`config.mk`:
```
export PLATFORM = sky130hd
export DESIGN_NAME = clk_div_n
export DESIGN_NICKNAME = d
export VERILOG_FILES = /design/src/rtl/clk_div_pkg.sv /design/src/rtl/clk_div_phase.sv /design/src/rtl/clk_div_n.sv
export SDC_FILE = /design/constraint.sdc
export NUM_CORES = 1
export LEC_CHECK = 0
export BUFFER_PORTS_ARGS = -buffer_cell sky130_fd_sc_hd__buf_2
export CORE_AREA = 2 2 73 54
export CTS_BUF_LIST = sky130_fd_sc_hd__clkbuf_4 sky130_fd_sc_hd__clkbuf_8
export CTS_CLUSTER_SIZE = 30
export DETAILED_ROUTE_END_ITERATION = 6
export DIE_AREA = 0 0 75 56
export PLACE_DENSITY = 0.74
export SLEW_MARGIN = 20
export SYNTH_ARGS = -nofsm -noshare
export SYNTH_HDL_FRONTEND = slang
export SYNTH_SLANG_ARGS = --single-unit
```
`constraint.sdc`:
```
create_clock -name clk -period 2.5 [get_ports clk]
set_input_delay 0.375 -clock clk [delete_from_list [all_inputs] [get_ports clk]]
set_output_delay 0.375 -clock clk [all_outputs]
set_load 0.02 [all_outputs]
```
`src/rtl/clk_div_pkg.sv`:
```
// Shared types for the clk_div_n divider (tick output gated by CLK_DIV_TICK_EN).
// No logic here; latency and backpressure are not applicable.
package clk_div_pkg;
  localparam int CNT_W_DFLT = 8;
  localparam int DIV_MIN    = 2;

  typedef logic [CNT_W_DFLT-1:0] div_t;
  typedef enum logic {RUN, IDLE} run_state_t;
endpackage

```
`src/rtl/clk_div_phase.sv`:
```
// Negedge retimer and odd/even output select for clk_div_n; half-cycle latency on q_n.
// No backpressure; all inputs come from flops so out_clk has no path from module inputs.
module clk_div_phase
  import clk_div_pkg::*;
(
  input  logic clk,
  input  logic rst,
  input  logic q_p,
  input  logic odd,
  output logic out_clk
);
  logic q_n;

  always_ff @(negedge clk or negedge rst) begin
    if (!rst) q_n <= 1'b0;
    else      q_n <= q_p;
  end

  // q_p and q_n change on opposite edges, so the AND cannot glitch.
  assign out_clk = odd ? (q_p & q_n) : q_p;
endmodule

```
`src/rtl/clk_div_n.sv`:
```
// Divide-by-N clock, 50% duty for odd N; out_clk starts one posedge after en, optional tick via CLK_DIV_TICK_EN.
// Divisor loads use a busy/ack handshake and take effect only at a period boundary.
module clk_div_n
  import clk_div_pkg::*;
#(
  parameter int CNT_W       = 8,
  parameter int DIV_DEFAULT = 3
) (
  input  logic             clk,
  input  logic             rst,
  input  logic             en,
  input  logic [CNT_W-1:0] div_in,
  input  logic             div_load,
  output logic             div_busy,
  output logic             div_ack,
  output logic             div_err,
  output logic             out_clk
`ifdef CLK_DIV_TICK_EN
  , output logic           tick
`endif
);
  run_state_t       state;
  logic [CNT_W-1:0] cnt;
  logic [CNT_W-1:0] cnt_inc;
  logic [CNT_W-1:0] n;
  logic [CNT_W-1:0] half;
  logic [CNT_W-1:0] pend_val;
  logic             pend_vld;
  logic             q_p;
  logic             boundary;
  logic             apply;
  logic             load_ok;

  // For odd N the high phase is rounded up here and trimmed by half a cycle in clk_div_phase.
  assign half     = (n >> 1) + CNT_W'(n[0]);
  assign cnt_inc  = cnt + 1'b1;
  assign boundary = (state == RUN) && (cnt == n - 1'b1);
  assign apply    = pend_vld && (boundary || state == IDLE);
  assign load_ok  = div_load && (div_in >= CNT_W'(DIV_MIN));
  assign div_busy = pend_vld;

  always_ff @(posedge clk or negedge rst) begin
    if (!rst) begin
      state    <= IDLE;
      cnt      <= '0;
      n        <= CNT_W'(DIV_DEFAULT);
      pend_val <= '0;
      pend_vld <= 1'b0;
      q_p      <= 1'b0;
      div_ack  <= 1'b0;
      div_err  <= 1'b0;
`ifdef CLK_DIV_TICK_EN
      tick     <= 1'b0;
`endif
    end else begin
      div_ack <= apply;
      div_err <= div_load && !load_ok;
      if (apply) n <= pend_val;
      // A load coinciding with an apply becomes the next pending value.
      if (load_ok) begin
        pend_vld <= 1'b1;
        pend_val <= div_in;
      end else if (apply) begin
        pend_vld <= 1'b0;
      end
`ifdef CLK_DIV_TICK_EN
      tick <= 1'b0;
`endif
      case (state)
        IDLE: begin
          cnt <= '0;
          if (en) begin
            state <= RUN;
            q_p   <= 1'b1;
`ifdef CLK_DIV_TICK_EN
            tick  <= 1'b1;
`endif
          end else begin
            q_p <= 1'b0;
          end
        end
        RUN: begin
          if (boundary) begin
            cnt <= '0;
            if (en) begin
              q_p  <= 1'b1;
`ifdef CLK_DIV_TICK_EN
              tick <= 1'b1;
`endif
            end else begin
              state <= IDLE;
              q_p   <= 1'b0;
            end
          end else begin
            cnt <= cnt_inc;
            q_p <= (cnt_inc < half);
          end
        end
        default: state <= IDLE;
      endcase
    end
  end

  clk_div_phase u_phase (
    .clk     (clk),
    .rst     (rst),
    .q_p     (q_p),
    .odd     (n[0]),
    .out_clk (out_clk)
  );
endmodule
```
==> results.sh, run 1 <==
export IMPL_status="complete, but fails checks"
export IMPL_violations="negative setup slack"
export IMPL_gp_congestion=0.894
export IMPL_path_buf_inv=1
export IMPL_grt_first_pass_wirelength_mm=6.28
export IMPL_insertion_delay_ns=0.29
export IMPL_worstPathArrival_ns=2.17
export IMPL_critical_path_cell_chain="o21a_1 > buf_6"
export IMPL_cts_tree="built"
export IMPL_antenna_found_initial=0
export IMPL_dieHeight_um=56
export IMPL_routed_wl_mm=3.53
export IMPL_async_flop_share_pct=100
export IMPL_whs_ns=0.147
export IMPL_synthCells=170
export IMPL_cts_buffers=5
export IMPL_port_buffers=15
export IMPL_drive_gt1_share_pct=25.3
export IMPL_grt_pass1_vias=1303
export IMPL_cp_start_kind="flop"
export IMPL_wl_per_cell_um=14.5
export IMPL_finClkSkew_ns=0.0145
export IMPL_path_clk_slew_ns=0.06
export IMPL_cp_required_ns=2.12
export IMPL_netlist_area_leader_share_pct=37.3
export IMPL_die_w_um=75
export IMPL_path_class="flop to primary output"
export IMPL_p_leak_uw=0.00102
export IMPL_first_pass_iters=4
export IMPL_placementRows=18
export IMPL_clockRootBuffer="clkbuf_8"
export IMPL_ant_nets=0
export IMPL_syn_avg_cell_area_um2=10.3
export IMPL_synth_ff_type="dfrtp_1"
export IMPL_antenna_cells=0
export IMPL_vias=1274
export IMPL_hold_violations=0
export IMPL_cts_hold_buf=0
export IMPL_slowest_stage="dfrtn_1"
export IMPL_place_area_um2=1910
export IMPL_p_per_area_nw_per_um2=466
export IMPL_vias_per_cell=5.22
export IMPL_synth_area_leaders="dfrtp_1 37%, ha_1 7.9%, mux2_4 6.9%"
export IMPL_clkSinkCount=30
export IMPL_start_util_pct=50.6
export IMPL_final_nets=216
export IMPL_syn2layout_area_growth_pct=16.0
export IMPL_synth_fp_nets=193
export IMPL_fp_coreArea_um2=3450
export IMPL_stdcell_area_um2=2020
export IMPL_dieArea_um2=4200
export IMPL_critPathCaptureType="primary output"
export IMPL_tightest_slew_ns=0.358
export IMPL_htree_levels=2
export IMPL_setup_slack_ns=-0.0489
export IMPL_synth_most_common_cell="dfrtp_1"
export IMPL_drc=0
export IMPL_grt_max_degree=30
export IMPL_setup_viol=1
export IMPL_yosysSeqAreaShare_pct=43.3
export IMPL_synthTopCellsByCount="26 x dfrtp_1, 22 x nand2_1, 11 x ha_1, 11 x xnor2_1"
export IMPL_cap_viol_max_count=0
export IMPL_synth_edf_count=0
export IMPL_yosys_warnings=0
export IMPL_path_max_fanout=1
export IMPL_ys_types=41
export IMPL_relSlewSlack_pct=75.5
export IMPL_drv_slew=0
export IMPL_rsz0062_at_grt="yes"
export IMPL_hold_class="input port to asynchronous set/reset pin"
export IMPL_max_stage_delay_ns=0.33
export IMPL_cts_path_max_buffers=2
export IMPL_dp_slack_ns=0.0964
export IMPL_pin_count=16
export IMPL_overflow=0
export IMPL_peakVddDrop_v=0.000379
export IMPL_drtIter0Drc=58
export IMPL_synth_area_um2=1740
export IMPL_worst_path_dominant_cell_family="flip-flops"
export IMPL_ys_ff_latch=30
export IMPL_synth_top_area_cell="dfrtp_1"
export IMPL_place_detailed_hpwl_mm=2.66
export IMPL_track_usage_pct=19.8
export IMPL_totalPowerFinal_uw=943
export IMPL_final_util_pct=58.7
final cells by class:
| class | instances | area [µm²] |
|---|---|---|
| clock buffer | 6 | 82.6 |
| fill | 301 | 1420 |
| inverter | 7 | 26.3 |
| multi-input combinational | 124 | 928 |
| sequential | 30 | 754 |
| clock inverter | 2 | 12.5 |
| tap | 50 | 62.6 |
| timing repair buffer | 25 | 156 |
logic make-up after synthesis:
family	after synthesis	share of synthesized area, %
and+or+nand+nor	65	19.5
DFF	30	43.3
AOI/OAI and AO/OA	19	8.18
xor gates and xnor gates	19	9.54
buffers and inverters	16	3.51
adders and majority gates	12	8.46
muxes	9	7.53
sequential cells by signal, indices dropped and copies added (netlist names):
signal       flops
div_ack          1
pend_val         8
n                8
u_phase.q_n      1
state            1
div_err          1
q_p              1
cnt              8
div_busy         1
power breakdown:
part	internal, µW	switching, µW	total [µW]
Sequential	498	7.57	505
Combinational	15.7	23.3	39.0
Clock	221	178	399
per-stage QoR:
stage	cells	setup TNS, ns
floorplan	170	0
global placement	234	0
detailed placement	234	0
CTS	242	-0.0589
global route	244	-0.0726
finish	244	-0.0489
layout by cell type, fill, tap and decap left out, drive strengths merged, types with 3 or more instances in the layout:
cell,count
or4,3
and2,3
xor2,8
o21a,3
mux2,9
nand2b,3
inv,7
buf,25
xnor2,11
dfstp,3
nor2b,8
ha,11
o21ai,3
nand3,7
nor2,7
nor4,3
clkbuf,6
dfrtp,26
nand2,23
timing repair:
item	CTS	global route
pin swaps	0	1
resized for setup	2	0
buffers inserted	0	2
endpoints found under the setup margin	1	10
cloned	0	0
metal layers:
layer / vias to the layer above / global-route usage (%) / routed length (µm)
li1: 628 / - / -
met1: 624 / 30.0 / 1790
met2: 18 / 27.1 / 1580
met3: 4 / 4.89 / 121
met4: 0 / 7.14 / 38
met5: - / 0 / 0
path summary, 6_finish.rpt:
path | start | end | slack (ns) | depth (start not counted)
min in group clk | en | state | 0.23 | 2
worst max register to register | n[1] | q_p | 0.09 | 9
max in group asynchronous | rst | u_phase.q_n | 1.35 | 1
worst max-delay path | u_phase.q_n | out_clk | -0.05 | 2
worst min-delay path | rst | div_err | 0.15 | 2
worst min register to register | pend_val[1] | pend_val[1] | 0.48 | 2
Power figures use the tool's default switching activity.
==> inputs of run 2 (changes only) <==
ABC_AREA = 0   (was unset)
CORE_AREA = 2 2 78 58   (was 2 2 73 54)
DIE_AREA = 0 0 80 60   (was 0 0 75 56)
PLACE_DENSITY = 0.66   (was 0.74)
==> results.sh, run 2 (synthesized netlist as in run 1, its figures left out) <==
export IMPL_status="complete, but fails checks"
export IMPL_violations="negative setup slack"
export IMPL_first_pass_iters=4
export IMPL_htree_levels=2
export IMPL_drc=0
export IMPL_cts_path_max_buffers=2
export IMPL_critPathCaptureType="primary output"
export IMPL_tightest_slew_ns=0.347
export IMPL_final_util_pct=49.6
export IMPL_instances_no_fill=246
export IMPL_cts_tree="built"
export IMPL_path_class="flop to primary output"
export IMPL_dp_cells=238
export IMPL_placementRows=20
export IMPL_place_detailed_hpwl_mm=2.73
export IMPL_final_cell_mix="26 x dfrtp_1, 22 x nand2_1, 14 x buf_2, 11 x xnor2_1, 9 x ha_1"
export IMPL_insertion_delay_ns=0.29
export IMPL_die_w_um=80
export IMPL_p_per_area_nw_per_um2=509
export IMPL_p_leak_uw=0.00101
export IMPL_clockRootBuffer="clkbuf_8"
export IMPL_dp_slack_ns=0.118
export IMPL_vias=1239
export IMPL_hold_violations=0
export IMPL_port_buffers=15
export IMPL_vias_per_cell=5.04
export IMPL_grt_max_degree=30
export IMPL_setup_viol=1
export IMPL_cp_required_ns=2.12
export IMPL_track_usage_pct=17.7
export IMPL_worstPathArrival_ns=2.17
export IMPL_pin_count=16
export IMPL_dieArea_um2=4800
export IMPL_grt_first_pass_wirelength_mm=6.11
export IMPL_fillCellCount=387
export IMPL_path_max_fanout=1
export IMPL_clkSinkCount=30
export IMPL_finClkSkew_ns=0.00708
export IMPL_dieHeight_um=60
export IMPL_drv_slew=0
export IMPL_whs_ns=0.146
export IMPL_overflow=0
export IMPL_antenna_found_initial=0
export IMPL_fp_coreArea_um2=4100
export IMPL_syn2layout_area_growth_pct=16.6
export IMPL_drtIter0Drc=64
export IMPL_drive_gt1_share_pct=25.1
export IMPL_cts_setup_buffers=0
export IMPL_cap_viol_max_count=0
export IMPL_cts_hold_buf=0
export IMPL_cts_buffers=5
export IMPL_reg_largest_list="cnt: 8 flops, n: 8 flops, pend_val: 8 flops"
export IMPL_antenna_cells=0
export IMPL_hold_class="input port to asynchronous set/reset pin"
export IMPL_gp_congestion=0.842
export IMPL_grt_pass1_vias=1288
export IMPL_routed_wl_mm=3.54
export IMPL_ant_nets=0
export IMPL_path_clk_slew_ns=0.06
export IMPL_peakVddDrop_v=0.000410
export IMPL_start_util_pct=42.5
export IMPL_cp_start_kind="flop"
export IMPL_wl_per_cell_um=14.4
export IMPL_final_common_cell="dfrtp_1"
export IMPL_setup_slack_ns=-0.0413
export IMPL_multi_input_area_um2=933
export IMPL_final_nets=213
export IMPL_relSlewSlack_pct=76.3
export IMPL_rsz0062_at_grt="yes"
export IMPL_register_area_um2=754
-- run 2: cell count changes in the layout (fill, tap and decap cells not counted), sizes merged --
cell / change
bufinv: +1
clkinv: -1
buf: -3
-- run 2: what timing repair did --
item                                    4_1_cts  5_1_grt
pin swaps                                     0        2
resized for setup                             2        3
endpoints found under the setup margin        1        5
endpoints found under the hold margin         0        0
cloned                                        0        0
-- run 2: metrics by stage --
stage,area (µm²),setup TNS [ns],power [µW]
6_report,2030,-0.0413,1040
3_5_place_dp,1910,0,555
3_3_place_gp,1910,0,553
2_1_floorplan,1740,0,526
5_1_grt,2030,-0.0837,1080
4_1_cts,2030,-0.0537,1050
-- run 2: routing by layer --
layer,track usage (%),routed length (µm)
met5,0,0
met4,6.78,55
met3,5.74,142
met2,26.9,1550
met1,23.7,1790
-- run 2: final cells by class --
| type | instances | area share (%) |
|---|---|---|
| Multi-Input combinational cell | 124 | 45.9 |
| Sequential cell | 30 | 37.1 |
| Timing Repair Buffer | 22 | 6.77 |
| Clock buffer | 6 | 3.75 |
| Tap cell | 55 | 3.38 |
| Clock inverter | 2 | 1.85 |
| Inverter | 7 | 1.29 |
-- run 2: power by group --
part	internal, µW	leakage, µW	switching, µW
logic	15.7	0.000579	23.3
clock network	308	0.0000548	183
registers	498	0.000374	7.91
total	821	0.00101	215
-- run 2: worst paths after layout --
path	startpoint	cells after the start	to	slack [ns]
setup / recovery	u_phase.q_n	2	out_clk	-0.04
hold / removal	rst	2	n[5]	0.15
setup reg to reg	n[0]	6	n[6]	0.11
hold reg to reg	pend_val[3]	2	pend_val[3]	0.48
max in group asynchronous	rst	1	u_phase.q_n	1.35
min in group clk	en	2	state	0.22
-- run 2: critical path, cell delays in order (launching register included) --
cell,delay (ns)
dfrtn_1,0.33
o21a_1,0.18
buf_6,0.13
==> inputs of run 3 (changes only) <==
ABC_AREA = 1   (was 0)
CORE_AREA = 2 2 80 59   (was 2 2 78 58)
DIE_AREA = 0 0 82 61   (was 0 0 80 60)
==> results.sh, run 3 <==
export IMPL_place_detailed_hpwl_mm=2.72
export IMPL_clockRootBuffer="clkbuf_8"
export IMPL_peakVddDrop_v=0.000296
export IMPL_whs_ns=0.133
export IMPL_synth_ff_type="dfrtp_1"
export IMPL_yosys_warnings=0
export IMPL_final_cell_mix="63 x nand2_1, 28 x inv_1, 26 x dfrtp_1, 23 x nand3_1, 23 x nor2_1"
export IMPL_antenna_cells=0
export IMPL_cts_buffers=5
export IMPL_setup_slack_ns=-0.0358
export IMPL_reg_largest_list="cnt: 8 flops, n: 8 flops, pend_val: 8 flops"
export IMPL_critPathCaptureType="primary output"
export IMPL_synth_fp_nets=255
export IMPL_path_clk_slew_ns=0.07
export IMPL_vias_per_cell=4.78
export IMPL_hold_violations=0
export IMPL_p_per_area_nw_per_um2=558
export IMPL_wl_per_cell_um=11.7
export IMPL_path_class="flop to primary output"
export IMPL_first_pass_iters=4
export IMPL_async_flop_share_pct=100
export IMPL_synth_area_um2=1830
export IMPL_cts_hold_buf=0
export IMPL_drtIter0Drc=50
export IMPL_vias=1459
export IMPL_synth_top_area_cell="dfrtp_1"
export IMPL_tns_ns=-0.0358
export IMPL_status="complete, but fails checks"
export IMPL_gp_congestion=0.838
export IMPL_ant_nets=0
export IMPL_start_util_pct=43.5
export IMPL_drv_slew=0
export IMPL_htree_levels=2
export IMPL_drc=0
export IMPL_p_clk_share_pct=53.2
export IMPL_syn2layout_area_growth_pct=13.6
export IMPL_fillCellCount=419
export IMPL_totalPowerFinal_uw=1160
export IMPL_p_seq_share_pct=43.6
export IMPL_final_common_cell="nand2_1"
export IMPL_antenna_found_initial=0
export IMPL_grt_first_pass_wirelength_mm=6.44
export IMPL_syn_avg_cell_area_um2=7.87
export IMPL_synthCells=232
export IMPL_grt_max_degree=30
export IMPL_netlist_area_leader_share_pct=35.6
export IMPL_die_w_um=82
export IMPL_relSlewSlack_pct=71.6
export IMPL_track_usage_pct=17.6
export IMPL_final_util_pct=49.3
export IMPL_grt_pass1_vias=1406
export IMPL_yosysSeqAreaShare_pct=41.3
export IMPL_port_buffers=15
export IMPL_dieArea_um2=5000
export IMPL_switching_share_pct=19.1
export IMPL_ys_ff_latch=30
export IMPL_finClkSkew_ns=0.00882
export IMPL_final_nets=272
export IMPL_synthTopCellsByCount="63 x nand2_1, 28 x inv_1, 26 x dfrtp_1"
export IMPL_ys_types=26
export IMPL_intPower_uw=936
export IMPL_cp_start_kind="flop"
export IMPL_violations="negative setup slack"
export IMPL_drive_gt1_share_pct=15.6
export IMPL_cap_viol_max_count=0
export IMPL_placementRows=20
export IMPL_dieHeight_um=61
export IMPL_synth_edf_count=0
export IMPL_cts_path_max_buffers=2
export IMPL_instances_no_fill=305
export IMPL_r2r_cells=13
export IMPL_cts_tree="built"
export IMPL_p_leak_uw=0.00113
export IMPL_dp_cells=297
export IMPL_insertion_delay_ns=0.29
export IMPL_synth_most_common_cell="nand2_1"
export IMPL_overflow=0
export IMPL_p_comb_share_pct=3.2
export IMPL_synth_area_leaders="dfrtp_1 36%, nand2_1 13%, ha_1 7.5%"
export IMPL_routed_wl_mm=3.57
export IMPL_worstPathArrival_ns=2.16
export IMPL_pin_count=16
export IMPL_setup_viol=1
export IMPL_hold_class="input port to asynchronous set/reset pin"
export IMPL_rsz0062_at_grt="yes"
export IMPL_clkSinkCount=30
export IMPL_cts_setup_buffers=0
export IMPL_path_max_fanout=1
export IMPL_cp_required_ns=2.12
export IMPL_p_switching_uw=221
export IMPL_fp_coreArea_um2=4200
export IMPL_tightest_slew_ns=0.426
-- run 3: final cells by class --
| class | instances | area (µm²) | share of cell area, % |
|---|---|---|---|
| clock inverter | 2 | 60.1 | 2.90 |
| timing repair buffer | 16 | 88.8 | 4.28 |
| sequential | 30 | 754 | 36.4 |
| tap | 55 | 68.8 | 3.32 |
| multi-input combinational | 164 | 900 | 43.4 |
| clock buffer | 6 | 82.6 | 3.98 |
| inverter | 32 | 120 | 5.79 |
-- run 3: timing repair --
action | in CTS | in global routing
resized for setup | 2 | 0
pin swaps | 1 | 0
endpoints found under the setup margin | 1 | 1
-- run 3: logic make-up after synthesis --
family                   Yosys count  share of synthesized area [%]
AO/OA/AOI/OAI                     12                           3.56
XOR/XNOR                          16                           7.67
buffers and inverters             38                           9.45
AND/OR/NAND/NOR                  125                           30.5
adder cells (fa/ha/maj)           11                           7.53
flip-flops                        30                           41.3
-- run 3: worst max-delay path, stage by stage (launching register included) --
cell     delay [ns]
dfrtn_1        0.32
o21a_1         0.17
buf_6          0.13
-- run 3: power groups by stage --
stage	clock (µW)	sequential [µW]	combinational, µW
final	616	505	37.2
after global routing	653	506	44.6
after CTS	631	505	38.9
after detailed placement	0	513	38.8
after global placement	0	513	37.7
after floorplan	0	512	14.7
-- run 3: path summary, 6_finish.rpt --
path	startpoint	slack [ns]	to
worst min register to register	pend_val[4]	0.47	pend_val[4]
min in group clk	div_in[0]	0.33	pend_val[0]
worst min-delay path	rst	0.13	cnt[3]
worst max-delay path	u_phase.q_n	-0.04	out_clk
worst max register to register	cnt[0]	0.27	q_p
max in group asynchronous	rst	1.36	u_phase.q_n
-- run 3: stage by stage --
| stage | cell area (µm²) | worst slack [ns] |
|---|---|---|
| final | 2070 | -0.0358 |
| after global routing | 2070 | -0.0985 |
| after CTS | 2070 | -0.0398 |
| after detailed placement | 1930 | 0.252 |
| after global placement | 1930 | 0.254 |
| after floorplan | 1830 | 0.288 |
-- run 3: layer usage --
metal	global-route usage [%]	routed length (µm)	vias to the layer above	share of wire, %
met5	0	0	-	0
met2	25.2	1440	22	40
met3	4.61	130	5	3.6
met4	6.43	57	0	1.6
met1	25.7	1950	670	55
li1	-	-	762	-
